==> config.mk <==
export PLATFORM = sky130hd
export DESIGN_NAME = mod3_add
export DESIGN_NICKNAME = d
export VERILOG_FILES = /design/src/rtl/test_div_3_pkg.sv /design/src/rtl/mod3_add.sv
export SDC_FILE = /design/constraint.sdc
export NUM_CORES = 1
export LEC_CHECK = 0
export CAP_MARGIN = 20
export CORE_AREA = 2 2 39 41
export DETAILED_ROUTE_END_ITERATION = 10
export DIE_AREA = 0 0 41 43
export PLACE_DENSITY = 0.3
export RECOVER_POWER = 50
export SLEW_MARGIN = 20
export SYNTH_ARGS = -nofsm -noshare
export SYNTH_HDL_FRONTEND = slang
export SYNTH_SLANG_ARGS = --single-unit
==> constraint.sdc <==
create_clock -name vclk -period 1.71
set_input_delay 0.342 -clock vclk [all_inputs]
set_output_delay 0.342 -clock vclk [all_outputs]
set_load 0.005 [all_outputs]
==> src/rtl/test_div_3_pkg.sv <==
// rtl/test_div_3_pkg.sv - shared mod-3 residue type and digit reduction helper
package test_div_3_pkg;

  typedef logic [1:0] mod3_t;

  localparam mod3_t RES_ZERO = 2'd0;

  // A base-4 digit is congruent to itself mod 3, except 3 which folds to 0.
  function automatic mod3_t digit_to_mod3(logic [1:0] d);
    return (d == 2'd3) ? RES_ZERO : mod3_t'(d);
  endfunction

endpackage

==> src/rtl/mod3_add.sv <==
// rtl/mod3_add.sv - combinational adder of two mod-3 residues
import test_div_3_pkg::*;

module mod3_add (
  input  mod3_t a_i,
  input  mod3_t b_i,
  output mod3_t y_o
);

  logic [2:0] sum;

  always_comb begin
    sum = {1'b0, a_i} + {1'b0, b_i};
    y_o = (sum >= 3'd3) ? 2'(sum - 3'd3) : sum[1:0];
  end

endmodule

## After elaboration in Yosys (flattened, before gate mapping)

Cells that the tools add are included.

- Output and inout port bits: 2
- Memories kept: 0
- Bits in writable memories: 0
- Bits in latches: 0
- Word-level logic and storage cells: 4
- ROM bits: 0
- Flip-flop bits (word level): 0

- Div/mod/pow operators: 0
- Reductions and logical operators: 0
- Shifts and indexed selects: 0
- Equal/unequal tests: 0
- Mux-type cells: 1
- Bitwise gates (word level): 0
- $add $sub $neg: 2
- Magnitude comparators: 1
- Multiply operators: 0

Operators with widths:

| cell | number |
|---|---|
| 2-bit by 2-bit adder with 3-bit output | 1 |
| 3-bit by 2-bit >= comparator with 1-bit output, second input constant | 1 |
| 2-bit two-way mux | 1 |
| 2-bit subtractor, second input constant | 1 |

## Depth between registers and ports, before layout

Gate-level depths: netlist of run 1.

- Depth after elaboration: 3
- Depth in mapped cells: 7
- Mapped depth without buffers: 7

## Least setup slack after synthesis of run 1

No wires, ideal clock.

- Path type: input-to-output
- Start: input a_i[0]
- End: output y_o[0]
- Path slack: -181 ps
- Path buffers: 0
- Data arrival time: 1549 ps
- Cell stages on the path: 7
- Cell sequence: ha_1 inv_1 fa_1 inv_1 ha_1 nand3b_1 a21oi_1

- Longest elaborated chain between the ends: 3
- Elaborated cells on any way between the ends: 4
- Classes of those cells: 2 x add/sub; 1 x order compare; 1 x mux

Ends and longest elaborated chain:

| element | RTL line | RTL |
|---|---|---|
| start, declared | mod3_add.sv:5 | `input mod3_t a_i,` |
| 2-bit by 2-bit adder with 3-bit output * | mod3_add.sv:13 | `sum = {1'b0, a_i} + {1'b0, b_i};` |
| 3-bit by 2-bit >= comparator with 1-bit output / 2-bit subtractor (equally long branches) | mod3_add.sv:14 | `y_o = (sum >= 3'd3) ? 2'(sum - 3'd3) : sum[1:0];` |
| 2-bit two-way mux * | mod3_add.sv:14 |  |
| end, declared | mod3_add.sv:7 | `output mod3_t y_o` |

Mark *: on every way between the ends. The rest lies on a longest branch, timed or not.

## Final worst setup path of run 1

Same ends and word-level chain as after synthesis.

==> flow_metrics.py, run 1 <==
metrics = {
    "timing": {
        "slew_headroom": 0.889,
        "fmax_ghz": 0.478,
        "final.setup.tns_ns": -0.721,
        "hold_viol_final": 0,
        "tightest_slew_ns": 0.166,
        "rsz0062_at_grt": "yes",
        "fin_ws_ns": -0.382,
        "fin_crit_sh": 1.22,
        "maxSlewViolCount": 0,
        "whs_ns": 1.15,
        "fin_crit_ns": 2.09,
        "setup_viol": 2,
    },
    "synthesis": {
        "synthesis.nets": 18,
        "syn_avg_cell_area_um2": 8.42,
        "yosysMostFrequentCell": "inv_1",
        "yosysSeqAreaShare": 0,
        "syn_area_um2": 92.6,
        "synthTopCellsByArea": "ha_1, fa_1, inv_1",
        "synth_top_area_share": 0.270,
        "yosysTopAreaCell": "ha_1",
        "ys_warn_count": 0,
        "synth.distinct_cells": 7,
        "synth_common_cells": "inv_1, ha_1",
        "synthCells": 11,
    },
    "global_route": {
        "grt_pass1_wl_um": 565,
        "overflow": 0,
        "grt_use_met1": 0.0540,
        "grt_max_degree": 3,
        "grt.met2_usage": 0.0781,
        "grt.busiest_layer": "met2",
        "grt_use_total": 0.0430,
        "grt_pass1_vias": 132,
        "met3_usage": 0.00524,
        "antenna_found_initial": 0,
    },
    "final_layout": {
        "clockBufferCount": 0,
        "nets": 31,
        "design.seq.count": 0,
        "fillCellCount": 157,
        "final_layout_size_suffix_gt1_frac": 0.818,
        "final_cell_count_no_fill": 38,
        "antennaDiodeCount": 0,
        "area.sequential_um2": 0,
        "syn2layout_area_growth_pct": 128,
    },
    "drt": {
        "dr.pass1.iters": 1,
        "viasPerCell": 2.95,
        "drt_wl_total_um": 263,
        "vias": 112,
        "drt_iter0_markers": 0,
        "ant_nets": 0,
        "wl_per_cell_um": 6.92,
        "drc": 0,
    },
    "min_path": {
        "hp-class": "in -> out",
        "hold_path_depth": 5,
    },
    "pwr": {
        "p_leak_nw": 0.0993,
        "power.density_nw_per_um2": 391,
        "ir_worst_vdd_mv": 0.133,
        "power_uw": 82.7,
    },
    "floorplan": {
        "rows": 14,
        "dieArea_um2": 1760,
        "initial_core_util": 0.0669,
        "fp.dieW_um": 41,
        "ios": 6,
        "core_area_um2": 1380,
        "die_height_um": 43,
    },
    "setup_path": {
        "start_kind": "input pin",
        "setup.worst_path.end_class": "output port",
        "critPathTopFamily": "adder cells",
        "critical_path_required_ns": 1.37,
        "path_class": "in -> out",
        "cp.depth": 10,
        "cp_slowest_cell": "fa_1",
        "path_buf_inv": 5,
        "cp_cell_sequence": "buf_6 -> ha_4 -> inv_2 -> fa_1 -> inv_1 -> ha_2 -> nor3b_2 -> buf_4 -> a21oi_2 -> buf_2",
        "critPathMaxFanout": 2,
        "cp.arrival_ns": 1.75,
        "cp_slowest_stage_delay_ns": 0.49,
    },
    "placed_design": {
        "port_buffers": 6,
        "place_congestion": 0.545,
        "placed_cells": 36,
        "dp_hpwl_um": 233,
    },
    "job": {
        "maxCapViolCount": 0,
    },
    "outcome": {
        "status": "finished with violations",
        "violations": "negative setup slack",
    },
    "clock_tree": {
        "cts_hold_buf": 0,
    },
}
cell usage in the layout (no fill, tap or decap):
master / instances
buf_6: 2
a21oi_2: 1
buf_4: 5
nand3b_1: 1
buf_2: 2
inv_1: 1
fa_1: 1
inv_2: 3
ha_2: 1
clkbuf_2: 2
o21a_1: 1
nor3b_2: 1
ha_4: 1
per-stage QoR:
stage                     cell area (µm²)   util  setup slack (ns)
after global placement                214  0.155             -1.20
after CTS                             211  0.153            -0.484
final                                 211  0.153            -0.382
after detailed placement              214  0.155             -1.22
after floorplan                       111      -            -0.131
after global routing                  211  0.153            -0.492
worst min-delay path, delay by kind of cell:
kind / cells / cell delay, ns
compound gates: 1 / 0.05
buf+inv: 3 / 0.29
fa+ha+maj: 1 / 0.12
power breakdown:
part | leakage, nW | internal (mW) | switching (mW)
clock | 0 | 0 | 0
sequential | 0 | 0 | 0
combinational | 0.0993 | 0.0512 | 0.0316
timing repair:
action,in CTS,in global routing
endpoints found under the setup margin,2,2
pin swaps,4,4
gates resized for setup,20,6
buffers inserted,1,1
area by class of cell:
type                            instances  area (µm²)  share of cell area
Inverter                                4        15.0              0.0710
Timing Repair Buffer                   11        80.1               0.379
Tap cell                               16        20.0              0.0947
Multi-Input combinational cell          7        96.3               0.456
final timing paths:
check | from | to | slack, ns
worst min-delay path | b_i[0] | y_o[0] | 1.15
worst max-delay path | a_i[0] | y_o[0] | -0.38
metal layers:
metal / up-vias / part of all wire
met5: - / 0
met2: 6 / 0.44
li1: 57 / -
met4: 0 / 0
met3: 0 / 0.14
met1: 49 / 0.41
logic make-up (layout without fill, tap and decap cells):
kind of cell,count (synthesis),in the layout,share of synthesized area
simple gates,2,2,0.216
fa+ha+maj,3,3,0.486
buf+inv,4,15,0.162
compound gates,2,2,0.135
(Power assumes the default switching activity.)
==> run 2: changes to the inputs <==
--- a/config.mk
+++ b/config.mk
@@ -5,7 +5,7 @@
 export SDC_FILE = /design/constraint.sdc
 export NUM_CORES = 1
 export LEC_CHECK = 0
-export CAP_MARGIN = 20
+export CAP_MARGIN = 30
 export CORE_AREA = 2 2 39 41
 export DETAILED_ROUTE_END_ITERATION = 10
 export DIE_AREA = 0 0 41 43
==> results of run 2 <==
The final DEF is identical to that of run 1; final timing and power are the same.
==> run 3: changes to the inputs <==
--- a/config.mk
+++ b/config.mk
@@ -9,6 +9,7 @@
 export CORE_AREA = 2 2 39 41
 export DETAILED_ROUTE_END_ITERATION = 10
 export DIE_AREA = 0 0 41 43
+export MAX_ROUTING_LAYER = met4
 export PLACE_DENSITY = 0.3
 export RECOVER_POWER = 50
 export SLEW_MARGIN = 20
==> results of run 3 <==
The final DEF is identical to that of run 1; final timing and power are the same.
Among the figures that moved: final weighted congestion in routability-driven placement 0.545 -> 0.547; overall routing resource usage 0.0430 -> 0.0441
